$ cat config.mk
export PLATFORM = sky130hd
export DESIGN_NAME = checksum_append
export DESIGN_NICKNAME = d
export VERILOG_FILES = /design/src/rtl/fix_pkg.sv /design/src/rtl/bin2ascii3.sv /design/src/rtl/checksum_append.sv
export SDC_FILE = /design/constraint.sdc
export NUM_CORES = 1
export LEC_CHECK = 0
export BUFFER_PORTS_ARGS = -buffer_cell sky130_fd_sc_hd__buf_4
export CORE_MARGIN = 8
export CORE_UTILIZATION = 30
export CTS_CLUSTER_DIAMETER = 200
export DETAILED_ROUTE_END_ITERATION = 10
export PLACE_DENSITY_LB_ADDON = 0.25
export RECOVER_POWER = 100
export SYNTH_ARGS = -nofsm -noshare
export SYNTH_HDL_FRONTEND = slang
export SYNTH_SLANG_ARGS = --single-unit
export TNS_END_PERCENT = 1
$ cat constraint.sdc
create_clock -name clk -period 5.15 [get_ports clk]
set_input_delay 0.515 -clock clk [delete_from_list [all_inputs] [get_ports clk]]
set_output_delay 0.515 -clock clk [all_outputs]
set_load 0.05 [all_outputs]
$ cat src/rtl/fix_pkg.sv
// Shared types and constants for the FIX checksum trailer appender.
package fix_pkg;

    typedef enum logic [3:0] {
        S_IDLE,
        S_BODY,
        S_T1,
        S_T0,
        S_EQ,
        S_D2,
        S_D1,
        S_D0,
        S_TSOH
    } state_t;

    localparam logic [7:0] SOH  = 8'h01;
    localparam logic [7:0] ONE  = 8'h31;
    localparam logic [7:0] ZERO = 8'h30;
    localparam logic [7:0] EQ   = 8'h3D;

    // "10=" + three digits + SOH
    localparam int TRAILER_LEN = 7;

endpackage

$ cat src/rtl/bin2ascii3.sv
// Combinational binary-to-three-ASCII-digit converter (hundreds, tens, units).
module bin2ascii3
    import fix_pkg::*;
(
    input  logic [7:0] bin_i,
    output logic [7:0] hund_o,
    output logic [7:0] tens_o,
    output logic [7:0] units_o
);

    always_comb begin
        hund_o  = ZERO + (bin_i / 8'd100);
        tens_o  = ZERO + ((bin_i / 8'd10) % 8'd10);
        units_o = ZERO + (bin_i % 8'd10);
    end

endmodule

$ cat src/rtl/checksum_append.sv
// Passes a FIX message through a registered output stage and appends the
// "10=nnn<SOH>" checksum trailer computed over every message byte.
//
// state  | meaning
// S_IDLE | waiting for a byte flagged start_i
// S_BODY | inside a message, summing bytes
// S_T1   | emit '1'
// S_T0   | emit '0'
// S_EQ   | emit '='
// S_D2   | emit hundreds digit
// S_D1   | emit tens digit
// S_D0   | emit units digit
// S_TSOH | emit trailer SOH with end_o, back to idle
module checksum_append
    import fix_pkg::*;
(
    input  logic       clk,
    input  logic       rst,
    input  logic [7:0] data_i,
    input  logic       valid_i,
    input  logic       start_i,
    input  logic       end_i,
    output logic       ready_o,
    output logic [7:0] data_o,
    output logic       valid_o,
    input  logic       ready_i,
    output logic       start_o,
    output logic       end_o,
    output logic [7:0] checksum_o,
    output logic       error_o
);

    state_t     state_q, state_d;
    logic [7:0] sum_q, sum_d;
    logic [7:0] ck_q, ck_d;
    logic [7:0] data_q, data_d;
    logic       valid_q, valid_d;
    logic       start_q, start_d;
    logic       end_q, end_d;
    logic       err_q, err_d;

    logic       out_free;
    logic       in_acc;
    logic       load;
    logic [7:0] load_data;
    logic       load_start;
    logic       load_end;
    logic [7:0] acc;
    logic [7:0] dig_h, dig_t, dig_u;

    // Digits follow the latched checksum, which is stable for the whole trailer.
    bin2ascii3 u_bin2ascii3 (
        .bin_i   (ck_q),
        .hund_o  (dig_h),
        .tens_o  (dig_t),
        .units_o (dig_u)
    );

    always_comb begin
        out_free   = !valid_q || ready_i;
        ready_o    = ((state_q == S_IDLE) || (state_q == S_BODY)) && out_free;
        in_acc     = valid_i && ready_o;

        state_d    = state_q;
        sum_d      = sum_q;
        ck_d       = ck_q;
        err_d      = 1'b0;
        load       = 1'b0;
        load_data  = data_q;
        load_start = 1'b0;
        load_end   = 1'b0;
        acc        = start_i ? data_i : sum_q + data_i;

        case (state_q)
            S_IDLE, S_BODY: begin
                if (in_acc) begin
                    if (!start_i && (state_q == S_IDLE)) begin
                        err_d = 1'b1;
                    end else begin
                        // A start inside a body abandons the old message.
                        err_d      = start_i && (state_q == S_BODY);
                        sum_d      = acc;
                        load       = 1'b1;
                        load_data  = data_i;
                        load_start = start_i;
                        if (end_i) begin
                            ck_d    = acc;
                            state_d = S_T1;
                        end else begin
                            state_d = S_BODY;
                        end
                    end
                end
            end
            S_T1: if (out_free) begin load = 1'b1; load_data = ONE;  state_d = S_T0; end
            S_T0: if (out_free) begin load = 1'b1; load_data = ZERO; state_d = S_EQ; end
            S_EQ: if (out_free) begin load = 1'b1; load_data = EQ;   state_d = S_D2; end
            S_D2: if (out_free) begin load = 1'b1; load_data = dig_h; state_d = S_D1; end
            S_D1: if (out_free) begin load = 1'b1; load_data = dig_t; state_d = S_D0; end
            S_D0: if (out_free) begin load = 1'b1; load_data = dig_u; state_d = S_TSOH; end
            S_TSOH: begin
                if (out_free) begin
                    load      = 1'b1;
                    load_data = SOH;
                    load_end  = 1'b1;
                    state_d   = S_IDLE;
                end
            end
            default: state_d = S_IDLE;
        endcase

        data_d  = data_q;
        valid_d = valid_q;
        start_d = start_q;
        end_d   = end_q;
        if (load) begin
            data_d  = load_data;
            valid_d = 1'b1;
            start_d = load_start;
            end_d   = load_end;
        end else if (out_free) begin
            valid_d = 1'b0;
            start_d = 1'b0;
            end_d   = 1'b0;
        end
    end

    always_ff @(posedge clk) begin
        if (rst) begin
            state_q <= S_IDLE;
            sum_q   <= 8'h00;
            ck_q    <= 8'h00;
            data_q  <= 8'h00;
            valid_q <= 1'b0;
            start_q <= 1'b0;
            end_q   <= 1'b0;
            err_q   <= 1'b0;
        end else begin
            state_q <= state_d;
            sum_q   <= sum_d;
            ck_q    <= ck_d;
            data_q  <= data_d;
            valid_q <= valid_d;
            start_q <= start_d;
            end_q   <= end_d;
            err_q   <= err_d;
        end
    end

    assign data_o     = data_q;
    assign valid_o    = valid_q;
    assign start_o    = start_q;
    assign end_o      = end_q;
    assign checksum_o = ck_q;
    assign error_o    = err_q;

endmodule

======== Word-level counts from Yosys, hierarchy flattened ========
Cells that the tools add are included.
storage, ports and cells
  output and inout bits ................... 21
  logic and storage cells ................. 89
  bits in registers ....................... 32
  bits of input ports ..................... 14
operators by class
  reductions and logical operators ........ 18
  div/mod/pow operators ................... 4
  $add $sub $neg .......................... 4
  bitwise logic cells ..................... 3
  mux-type cells .......................... 35
  equal/unequal tests ..................... 17
operators with widths
  kind                 count
  $mux 8               10
  $pmux 8 s8           1
  $mux 4               9
  $pmux 4 s8           1
  $add 6x8->8 const A  3
  $ne 2x2->1 const B   9
  $eq 4x3->1 const B   4
  $mod 8x4->8 const B  2
  $mux 1               12
  $reduce_and 11->1    1
  $reduce_and 9->1     1
  $add 8x8->8          1
  $div 8x4->8 const B  1
  $div 8x7->8 const B  1
  $eq 4x2->1 const B   2
  $reduce_bool 8->1    1
  $reduce_or 7->1      1
  $eq 4x1->1 const B   1
  $eq 4x4->1 const B   1
  $logic_and 1x1->1    4
  $logic_not 4->1      1
  $reduce_and 4->1     1
  $not 1->1            3
  $reduce_and 3->1     1
  other kinds (7)      9

======== Depth between registers and ports, before layout ========
Gate-level depths: netlist (run 1).
  depth after elaboration ................. 7
  gate-level depth with buffers ........... 19
  mapped depth without buffers ............ 18

======== Hierarchy ========
A second synthesis (run 1) with hierarchy kept.
unflattened totals
  cells, all modules ...................... 416
  area total of the unflattened synthesis .. 3,260.6 um^2
by module, submodules not included
  module           cells each  sequential area each (um^2)  area each (um^2)  instances
  checksum_append  251         640.6                        2,145.8           1
  bin2ascii3       165         0.0                          1,114.8           1

======== Worst setup path before layout (run 1) ========
Ideal clock, no wire load.
  path type ............................... register to register
  from .................................... reg ck_q[6] (netlist: checksum_o[6])
  to ...................................... reg data_q[5] (netlist: data_o[5])
  slack ................................... 1.178 ns
  setup time .............................. 0.065 ns
  arrival ................................. 3.907 ns
  required time ........................... 5.085 ns
  clock period less this slack ............ 3.972 ns
  stages on the path, launching flop included .. 20
  buffers on the path ..................... 2
  cell sequence ........................... dfxtp_1 buf_4 buf_2 nand2b_1 nand3b_1 a21oi_2 ha_1 nand3_1 a211oi_4 o21ai_0 mux2_2 ha_1 o21ai_0 a22oi_1 o21ai_0 nand2_1 ha_1 a2111oi_0 a21oi_1 nor2_1
between the ends
  cells in the longest elaborated chain, start to end .. 5
  elaborated cells on any way between the ends .. 11
  those cells by class .................... add/sub: 3; div: 4; mux: 4
RTL lines
  item                    line                    text
  start, declared         checksum_append.sv:35   logic [7:0] ck_q, ck_d;
  start signal, assigned  checksum_append.sv:141  ck_q <= ck_d;
  $div 8x4->8             bin2ascii3.sv:13        tens_o = ZERO + ((bin_i / 8'd10) % 8'd10);
  $mod 8x4->8             bin2ascii3.sv:13
  $add 6x8->8             bin2ascii3.sv:13
  $mux 8                  checksum_append.sv:99   S_D1: if (out_free) begin load = 1'b1; load_data = dig_t; state_d = S_D0; end
  $pmux 8 s8 *            checksum_append.sv:74   case (state_q)
  end signal, assigned    checksum_append.sv:142  data_q <= data_d;
  end, declared           checksum_append.sv:36   logic [7:0] data_q, data_d;
Every way passes the cells marked *; elsewhere a longest branch is shown, timed or not. The select of a mux whose other input is x is not followed.
A chain may end at the register's enable or synchronous reset.

======== Worst setup path after layout (run 1) ========
Ends and elaborated chain as after synthesis.

==> reports/metrics.yaml, run 1 <==
worst_hold_path:
  min_from: "data_o[0]"
  worstHoldEndpoint: "data_o[0]"
  hold_class: "reg -> reg"
  whs_path_depth: 2
worst_setup_path:
  worst-path-buf-inv: 0
  crit_chain: "and2b_1 -> o22ai_1 -> a21oi_2 -> ha_1 -> nand3_1 -> a211oi_4 -> o21ai_0 -> mux2_1 -> ha_1 -> o21ai_0 -> a22oi_1 -> o21ai_0 -> nand2_1 -> ha_1 -> a2111oi_0 -> a21oi_1 -> nor2_1"
  crit_type: "reg -> reg"
  r2r_slack_ns: 0.84
  r2r-end: "data_o[5]"
  cp_top_family: "compound AO/OA/AOI/OAI gates"
  required_ns: 5.37
  worstPathMaxFanout: 23
  crit_arrival_ns: 4.53
  rr_worst_depth: 17
  r2r_start: "checksum_o[6]"
  cp-start-kind: "register"
  endpoint_kind: "register"
  critPathSlowestCell: "dfxtp_1"
  critPathMaxStageDelay_ns: 0.77
yosys:
  avgSynthCellArea_um2: 7.44
  netlist_area_um2: 2800
  synth_ff_type: "dfxtp_1"
  yosysTopAreaCellShare_pct: 22.9
  yosys-top-cells-area: "dfxtp_1 23%, a21oi_1 6.4%, nor2_1 5.9%"
  synth_seq_cells: 32
  syn_inst: 376
  synth_cell_types: 67
  async_flop_share_pct: 0
  synth_nets: 403
  synth_area_leader_cell: "dfxtp_1"
  synth.yosys.seq_area_share_pct: 22.9
  ys_warn_count: 0
  synth-edff-count: 0
clock_network:
  htree_num_levels: 2
  cts_buffers: 5
  cts_root_buf: "clkbuf_8"
  clk_pin_slew_ns: 0.07
  clk_path_buf_depth: 2
  ctsHoldBuffers: 0
  cts.sinks: 32
  cts_tree: "yes"
  cts-resized-gates: 0
  post_cts_buffers: 0
  insertion_delay_ns: 0.29
finish:
  final_common_cell: "nor2_1"
  n_antenna_cell: 0
  final_cells: 503
  nets: 418
  area_growth_syn_to_layout_pct: 10.0
  drive_above_1_share_pct: 8.93
  post-route-util_pct: 33.6
  final_cell_mix: "45 x nor2_1, 36 x a21oi_1, 32 x dfxtp_1"
pwr:
  power_density_nw_per_um2: 283
  leakagePower_uw: 0.00104
  vdd_drop_max_mv: 0.155
floorplanning:
  rows: 35
  die_w_um: 113
  io_pins: 35
  die-area_um2: 12700
  fp.dieH_um: 113
  start_util_pct: 30.6
  core_um2: 9150
sta:
  fin_crit_sh_pct: 83.7
  setup_viol: 0
  finalMaxSlewViolations: 0
  layout_min_cycle_time_ns: 4.31
  clock.fmax_ghz: 0.232
  finalClockSkew_ns: 0.00659
  finalSetupTns_ns: 0
  grt_setup_unrepaired: "no"
  tightest_slew_ns: 1.29
  setup_slack_ns: 0.838
  finalHoldViolCount: 0
  whs_ns: 0.453
  slew-limit-headroom_pct: 13.5
grt:
  grt_pass1_vias: 2715
  grt_pass1_wl_um: 13800
  grt_usage_pct: 13.1
  antenna_found_initial: 0
  grt.overflow.total: 0
  grt_max_degree: 34
route:
  drt-initial-drc-count: 145
  dr_total_vias: 2739
  drt_wl_total_um: 7940
  post_drt_wl_per_cell_um: 15.8
  viasPerCell: 5.45
  drtPass1Iterations: 4
  ant_nets: 0
  drc: 0
place:
  hpwl_um: 5980
  place_ws_ns: 0.943
  dp.cells: 495
  portBuffers: 34
  gp_congestion: 0.820
status:
  status: "finished, final reports clean"
run:
  maxCapViolCount: 0
==> how the worst max path moves through the flow <==
stage                   from         to  slack (ns)  depth (start not counted)
2_1_floorplan  checksum_o[6]  data_o[5]        1.18                         19
5_1_grt        checksum_o[6]  data_o[5]        0.30                         17
4_1_cts        checksum_o[6]  data_o[5]        0.90                         17
3_5_place_dp   checksum_o[6]  data_o[5]        0.94                         17
3_3_place_gp   checksum_o[6]  data_o[5]        1.06                         17
6_report       checksum_o[6]  data_o[5]        0.84                         17
==> cell type report <==
cell class / instances / area, um2
Timing Repair Buffer: 36 / 188
Clock buffer: 6 / 82.6
Inverter: 9 / 33.8
Sequential cell: 32 / 641
Multi-Input combinational cell: 307 / 1980
Tap cell: 111 / 139
Clock inverter: 2 / 10.0
Fill cell: 983 / 6070
==> through the flow <==
step / cell area, um2 / total power [uW]
2_1_floorplan: 2800 / 592
3_3_place_gp: 3070 / 685
3_5_place_dp: 3070 / 685
4_1_cts: 3160 / 894
5_1_grt: 3080 / 932
6_report: 3080 / 871
==> where the power goes <==
group / switching, uW / total (uW) / internal (uW) / leakage (uW)
clock network: 100 / 207 / 107 / 0.0000510
registers: 37.7 / 310 / 272 / 0.000262
logic: 231 / 354 / 123 / 0.000724
total: 369 / 871 / 502 / 0.00104
==> registers in the layout, indices dropped and copies added (netlist names) <==
signal,count
start_o,1
sum_q,8
error_o,1
end_o,1
data_o,8
valid_o,1
checksum_o,8
state_q,4
==> worst reg2reg max path: stages, from the launching register on <==
cell	delay (ns)
dfxtp_1	0.77
and2b_1	0.35
o22ai_1	0.12
a21oi_2	0.28
ha_1	0.30
nand3_1	0.14
a211oi_4	0.29
o21ai_0	0.12
mux2_1	0.35
ha_1	0.19
o21ai_0	0.07
a22oi_1	0.08
o21ai_0	0.27
nand2_1	0.10
ha_1	0.29
a2111oi_0	0.38
a21oi_1	0.07
nor2_1	0.10
==> cell usage after synthesis, types with 2 or more instances <==
| library cell | number |
|---|---|
| nor2b_1 | 9 |
| mux2i_1 | 7 |
| nor2_1 | 44 |
| and2b_1 | 2 |
| o22ai_1 | 4 |
| a31oi_1 | 4 |
| and3b_1 | 2 |
| o21ai_0 | 23 |
| nor4_1 | 2 |
| a32oi_1 | 4 |
| o32ai_1 | 2 |
| o21ai_1 | 4 |
| a21o_1 | 3 |
| a211oi_1 | 14 |
| xor2_1 | 6 |
| a21oi_1 | 36 |
| o41ai_1 | 3 |
| inv_1 | 9 |
| a21oi_2 | 2 |
| or3_1 | 5 |
| nor3b_1 | 4 |
| nand2b_1 | 11 |
| nand2_1 | 28 |
| xnor2_1 | 10 |
| nor3_1 | 7 |
| a311oi_1 | 2 |
| nand3_1 | 9 |
| a211o_1 | 2 |
| nand3b_1 | 6 |
| buf_2 | 9 |
| o31ai_1 | 4 |
| or2_2 | 3 |
| dfxtp_1 | 32 |
| buf_6 | 2 |
| clkbuf_1 | 14 |
| o21a_1 | 6 |
| ha_1 | 12 |
==> kinds of logic after synthesis <==
| family | share of synthesized area [%] |
|---|---|
| multiplexers | 2.91 |
| XOR/XNOR | 5.59 |
| flip-flops | 22.9 |
| AND/OR/NAND/NOR | 26.3 |
| adder cells (fa/ha/maj) | 6.08 |
| buffers and inverters | 6.08 |
| AO/OA/AOI/OAI | 30.1 |
==> metal layers <==
layer,GRT usage [%],vias to the layer above,share of wire (%)
li1,-,1400,-
met1,16.5,1278,47
met2,21.9,51,47
met3,2.90,10,4.7
met4,3.78,0,1.3
met5,0,-,0
Note: power is estimated with default switching activity, not from simulation.
==> inputs of run 2 (changes only) <==
--- a/config.mk
+++ b/config.mk
@@ -5,6 +5,7 @@
 export SDC_FILE = /design/constraint.sdc
 export NUM_CORES = 1
 export LEC_CHECK = 0
+export ABC_AREA = 1
 export BUFFER_PORTS_ARGS = -buffer_cell sky130_fd_sc_hd__buf_4
 export CORE_MARGIN = 8
 export CORE_UTILIZATION = 30
==> constraint.sdc (replaced) <==
create_clock -name clk -period 3.5 [get_ports clk]
set_input_delay 0.35 -clock clk [delete_from_list [all_inputs] [get_ports clk]]
set_output_delay 0.35 -clock clk [all_outputs]
set_load 0.05 [all_outputs]
==> run 2 against run 1 <==
Against the previous run:
- sequential power up 85%
- non-clock buffer count up 24
- final area up 12%
- register-to-register slack worse by 0.73 ns
- critical path type unchanged
- largest cell class unchanged
==> reports/metrics.yaml, run 2 <==
worst_setup_path:
  critPathMaxStageDelay_ns: 0.45  # -0.32 ns
  critPathSlowestCell: "dfxtp_4"
  crit_type: "reg -> reg"
  cp_common_cell: "nand2_4"
  cp-start-kind: "register"
  endpoint_kind: "register"
  crit_arrival_ns: 3.61  # -0.92 ns
  required_ns: 3.72  # -1.65 ns
  worstPathMaxFanout: 8  # -65%
sta:
  clock.fmax_ghz: 0.295  # +27%
  fin_crit_sh_pct: 97.0  # +13 points
  layout_min_cycle_time_ns: 3.39  # -0.917 ns
  grt_setup_unrepaired: "yes"
  finalClockSkew_ns: 0.00428  # -0.00231 ns
  whs_ns: 0.355  # -0.0978 ns
  finalMaxSlewViolations: 0  # unchanged
  setup_viol: 0  # unchanged
  finalHoldViolCount: 0  # unchanged
  tightest_slew_ns: 0.624  # -0.668 ns
  slew-limit-headroom_pct: 58.6  # +45 points
  finalSetupTns_ns: 0  # unchanged
route:
  drtPass1Iterations: 4  # unchanged
  drt_wl_total_um: 7510  # -5.4%
  ant_nets: 0  # unchanged
  drt-initial-drc-count: 114  # -21%
  viasPerCell: 4.78  # -12%
  post_drt_wl_per_cell_um: 13.1  # -17%
  dr_total_vias: 2741  # +0.073%
  drc: 0  # unchanged
clock_network:
  cts_tree: "yes"
  htree_num_levels: 2  # unchanged
  ctsHoldBuffers: 0  # unchanged
  insertion_delay_ns: 0.28  # about the same
  cts_root_buf: "clkbuf_8"
  cts_buffers: 5  # unchanged
  clk_pin_slew_ns: 0.07  # about the same
  cts.sinks: 32  # unchanged
  clk_path_buf_depth: 2  # unchanged
yosys:
  synth_nets: 433  # +7.4%
  syn_inst: 406  # +8.0%
  yosysTopAreaCellShare_pct: 24.3  # +1.4 points
  synth.yosys.seq_area_share_pct: 24.3  # +1.4 points
  synth_cell_types: 41  # -39%
  async_flop_share_pct: 0  # unchanged
  avgSynthCellArea_um2: 6.49  # -13%
  synth_ff_type: "dfxtp_1"
  ys_warn_count: 0  # unchanged
  netlist_area_um2: 2630  # -5.9%
  yosys-top-cells-area: "dfxtp_1 24%, nand2_1 11%, inv_1 9.5%"
  yosysMostFrequentCell: "nand2_1"
  synth_area_leader_cell: "dfxtp_1"
  synth_seq_cells: 32  # unchanged
  synth_common_cells: "74 x nand2_1, 67 x inv_1, 40 x nor2_1, 33 x nand3_1, 32 x dfxtp_1"
  synth-edff-count: 0  # unchanged
finish:
  final_cells: 573  # +14%
  fillCellCount: 913  # -7.1%
  post-route-util_pct: 40.1  # +6.4 points
  nets: 492  # +18%
  drive_above_1_share_pct: 26.0  # +17 points
  n_antenna_cell: 0  # unchanged
  final_cell_mix: "67 x nand2_1, 61 x inv_1, 41 x buf_4"
  area_growth_syn_to_layout_pct: 31.4
  final_common_cell: "nand2_1"
floorplanning:
  io_pins: 35  # unchanged
  fp.dieH_um: 110  # -2.6%
  rows: 34  # -2.9%
  die-area_um2: 12000  # -5.0%
  start_util_pct: 30.5  # -0.069 points
  core_um2: 8640  # -5.6%
  die_w_um: 110  # -2.6%
grt:
  antenna_found_initial: 0  # unchanged
  grt_pass1_vias: 2608  # -3.9%
  grt.overflow.total: 0  # unchanged
  grt_usage_pct: 12.6  # -0.52 points
  grt_pass1_wl_um: 12200  # -12%
  grt_max_degree: 19  # -44%
place:
  portBuffers: 34  # unchanged
  gp_congestion: 0.865  # +5.5%
  dp.cells: 550  # +11%
  hpwl_um: 5700  # -4.8%
pwr:
  leakagePower_uw: 0.00169  # +63%
  power_density_nw_per_um2: 863  # +210%
  vdd_drop_max_mv: 0.426  # +170%
worst_hold_path:
  hold_class: "in -> reg"
run:
  maxCapViolCount: 0  # unchanged
status:
  status: "finished, final reports clean"
[run 2: cell types whose count changed in the layout (fill, tap and decap cells not counted), moves of 7 or more]
| cell | change |
|---|---|
| nor2b_1 | -9 |
| a211oi_1 | -11 |
| a21oi_1 | -8 |
| nand2_1 | +39 |
| inv_1 | +52 |
| xnor2_1 | -9 |
| mux2i_1 | -7 |
| buf_4 | +27 |
| nand2_4 | +16 |
| nand3_1 | +18 |
| nand3_4 | +9 |
| nand2b_1 | -11 |
| nand2_2 | +12 |
| inv_2 | +7 |
[run 2: worst paths after layout]
| check | startpoint | endpoint | slack (ns) | depth (start not counted) |
|---|---|---|---|---|
| max | checksum_o[7] | data_o[5] | 0.11 | 28 |
| min | valid_i | error_o | 0.36 | 3 |
| max reg2reg | checksum_o[7] | data_o[5] | 0.11 | 28 |
| min reg2reg | start_o | start_o | 0.46 | 2 |
[run 2: timing repair]
action	CTS	global route
gates cloned	0	0
pin swaps	2	25
gates resized for setup	3	54
setup endpoints to repair	1	2
buffers inserted	4	12
[run 2: kinds of logic after synthesis]
group                    synth area share [%]
buffers and inverters                    13.1
XOR/XNOR                                0.998
AO/OA/AOI/OAI                            19.9
flip-flops                               24.3
AND/OR/NAND/NOR                          35.3
adder cells (fa/ha/maj)                  6.46
[run 2: metal layers]
metal  part of all wire [%]  up-vias  routed length [um]  global-route usage [%]
li1                       -     1442                   -                       -
met1                     46     1226                3490                    16.0
met2                     47       66                3530                    21.1
met3                    5.6        7                 421                    2.46
met4                   0.99        0                  74                    3.76
met5                      0        -                   0                       0
[run 2: through the flow]
| step | power (uW) | area, um2 | worst slack (ns) |
|---|---|---|---|
| 2_1_floorplan | 1990 | 2640 | 0.0361 |
| 3_3_place_gp | 2360 | 3040 | 0.0433 |
| 3_5_place_dp | 2370 | 3040 | -0.0692 |
| 4_1_cts | 2720 | 3180 | 0.00839 |
| 5_1_grt | 3270 | 3460 | -0.161 |
| 6_report | 2990 | 3460 | 0.105 |
[run 2: final cells by class]
class	count	area (um2)	share of cell area, %
flip-flops and latches	32	651	18.8
multi-input cells	292	1900	54.9
clock buffers	7	96.3	2.78
inverters	74	293	8.46
well taps	108	135	3.90
repair buffers	60	387	11.2
[run 2: where the power goes]
part / switching (uW) / leakage (uW) / internal (uW)
Sequential: 94.8 / 0.000265 / 479
Clock: 138 / 0.0000503 / 175
Combinational: 1390 / 0.00137 / 714
[run 2: critical path: cells and delay by family (launching register included)]
kind	cells	cell delay, ns
simple gates	22	1.93
compound gates	4	0.59
fa+ha+maj	1	0.24
buf+inv	1	0.12
flops	1	0.45
==> inputs of run 3 (changes only) <==
--- a/config.mk
+++ b/config.mk
@@ -7,6 +7,7 @@
 export LEC_CHECK = 0
 export ABC_AREA = 1
 export BUFFER_PORTS_ARGS = -buffer_cell sky130_fd_sc_hd__buf_4
+export CORE_ASPECT_RATIO = 0.8
 export CORE_MARGIN = 8
 export CORE_UTILIZATION = 30
 export CTS_CLUSTER_DIAMETER = 200
==> constraint.sdc (replaced) <==
create_clock -name clk -period 2.85 [get_ports clk]
set_input_delay 0.285 -clock clk [delete_from_list [all_inputs] [get_ports clk]]
set_output_delay 0.285 -clock clk [all_outputs]
set_load 0.05 [all_outputs]
==> run 3 against run 2 <==
Against the previous run:
- the flow now finishes with violations (negative setup slack)
- cell count is 5.9% higher
- worst setup slack lost 0.54 ns
- non-clock buffer count is 29 higher
- first-iteration DRC count increased by 22%
- wire length increased by 8.6%
- utilization grew 3.5 points
- clock power rose by 29%
- worst hold slack worse by 0.088 ns
- register-to-register slack worse by 0.54 ns
- fmax increased by 3.3%
- count of clock-buffer cells in the layout rose by 1
- highest routed layer unchanged
==> reports/metrics.yaml, run 3 (synthesis results as in run 2) <==
clock_network:
  cts.sinks: 32  # unchanged
  cts_tree: "yes"
  clk_pin_slew_ns: 0.07  # about the same
  htree_num_levels: 2  # unchanged
  clk_path_buf_depth: 2  # unchanged
  ctsHoldBuffers: 0  # unchanged
  insertion_delay_ns: 0.30  # +0.02 ns
  cts_root_buf: "clkbuf_8"
  cts_buffers: 5  # unchanged
sta:
  finalHoldViolCount: 0  # unchanged
  finalSetupTns_ns: -1.97  # -1.97 ns
  grt_setup_unrepaired: "yes"
  tightest_slew_ns: 0.622  # -0.00238 ns
  finalMaxSlewViolations: 0  # unchanged
  fin_crit_sh_pct: 115  # +18 points
  setup_viol: 8  # +8
  layout_min_cycle_time_ns: 3.29  # -0.109 ns
  setup_slack_ns: -0.436  # -0.541 ns
  finalClockSkew_ns: 0.00665  # +0.00236 ns
  slew-limit-headroom_pct: 58.7  # +0.16 points
  clock.fmax_ghz: 0.304  # +3.3%
pwr:
  seqPwrFrac_pct: 17.9  # -1.3 points
  combPwrFrac_pct: 71.9  # +1.6 points
  p_switching_uw: 2050  # +26%
  swShare_pct: 51.8  # -2.4 points
  clockPowerShare_pct: 10.2  # -0.3 points
  internal_power_uw: 1900  # +39%
  vdd_drop_max_mv: 0.394  # -7.6%
  power_density_nw_per_um2: 1060  # +23%
  leakagePower_uw: 0.00186  # +9.9%
route:
  dr_total_vias: 2882  # +5.1%
  drt-initial-drc-count: 139  # +22%
  post_drt_wl_per_cell_um: 13.4  # +2.6%
  drt_wl_total_um: 8160  # +8.6%
  drtPass1Iterations: 4  # unchanged
  viasPerCell: 4.75  # -0.75%
  drc: 0  # unchanged
  ant_nets: 0  # unchanged
worst_setup_path:
  critPathMaxStageDelay_ns: 0.46  # about the same
  cp-start-kind: "register"
  critPathSlowestCell: "dfxtp_4"
  endpoint_kind: "register"
  critPathLaunch: "checksum_o[7]"
  required_ns: 3.09  # -0.63 ns
  cp_common_cell: "nand2_4"
  crit_type: "reg -> reg"
  r2r_start: "checksum_o[7]"
  worstPathMaxFanout: 8  # unchanged
  crit_arrival_ns: 3.52  # -0.09 ns
place:
  gp_congestion: 0.897  # +3.7%
  hpwl_um: 6210  # +9.1%
  portBuffers: 34  # unchanged
  place_ws_ns: -0.478  # -0.408 ns
  placed_area_um2: 3410  # +12%
grt:
  grt_usage_pct: 13.6  # +1.0 points
  grt_pass1_wl_um: 13400  # +9.4%
  grt.overflow.total: 0  # unchanged
  grt_pass1_vias: 2853  # +9.4%
  antenna_found_initial: 0  # unchanged
  grt_max_degree: 19  # unchanged
floorplanning:
  die-area_um2: 12100  # +0.16%
  start_util_pct: 30.9  # +0.41 points
  io_pins: 35  # unchanged
  core_um2: 8520  # -1.3%
  rows: 30  # -12%
  die_w_um: 121  # +10%
  fp.dieH_um: 99.8  # -9.0%
finish:
  area_growth_syn_to_layout_pct: 41.0
  nets: 521  # +5.9%
  final_cell_mix: "67 x buf_4, 66 x nand2_1, 62 x inv_1"
  finalInstanceArea_um2: 3710  # +7.3%
  multi_input_area_um2: 1910  # +0.59%
  n_antenna_cell: 0  # unchanged
  final_common_cell: "buf_4"
  seq_area_um2: 656  # +0.77%
  fillCellCount: 925  # +1.3%
  drive_above_1_share_pct: 31.5  # +5.5 points
worst_hold_path:
  hold_class: "in -> reg"
  min_from: "valid_i"
status:
  violations: "negative setup slack"
  status: "finished, violations left"
run:
  maxCapViolCount: 0  # unchanged
-- run 3: cell types whose count changed in the layout (fill, tap and decap cells not counted), sizes merged --
cell | before | now
clkbuf | 25 | 26
buf | 42 | 71
-- run 3: cell type report --
type | count | share of cell area [%]
clock buffer | 8 | 2.70
inverter | 74 | 7.82
sequential | 32 | 17.7
multi-input combinational | 292 | 51.5
tap | 112 | 3.77
timing repair buffer | 89 | 16.6
-- run 3: path summary, 6_finish.rpt --
kind | to | slack [ns] | cells past startpoint
setup / recovery | data_o[5] | -0.44 | 29
hold / removal | error_o | 0.27 | 3
setup reg to reg | data_o[5] | -0.44 | 29
hold reg to reg | end_o | 0.47 | 2
-- run 3: timing repair --
action                                  4_1_cts  5_1_grt
gates resized for setup                       7       29
buffers inserted                              6        8
endpoints found under the setup margin        7       10
pin swaps                                    18       22
-- run 3: per-stage QoR --
step           hold WS [ns]  power [uW]  std cells  utilization [%]
3_3_place_gp          0.457        3270        585             40.0
4_1_cts               0.263        3830        599             42.1
2_1_floorplan         0.438        2550        406                -
5_1_grt               0.297        4290        607             43.6
6_report              0.267        3950        607             43.6
3_5_place_dp          0.462        3310        585             40.0
-- run 3: metal layers --
layer / global-route usage (%) / up-vias / wire, um
met5: 0 / - / 0
met4: 3.54 / 0 / 63
met3: 3.48 / 8 / 414
met2: 22.0 / 61 / 3780
met1: 17.7 / 1316 / 3900
li1: - / 1497 / -
-- run 3: critical path: cells and delay by family (launching register included) --
| kind | cells | cell delay [ns] |
|---|---|---|
| fa+ha+maj | 1 | 0.23 |
| simple gates | 17 | 1.22 |
| compound gates | 6 | 0.87 |
| buf+inv | 5 | 0.45 |
| flops | 1 | 0.46 |
-- run 3: power groups by stage --
stage | logic (uW) | registers [uW] | clock network [uW]
6_report | 2840 | 707 | 405
3_5_place_dp | 2610 | 709 | 0
3_3_place_gp | 2560 | 705 | 0
2_1_floorplan | 1630 | 927 | 0
5_1_grt | 3140 | 725 | 432
4_1_cts | 2720 | 699 | 409
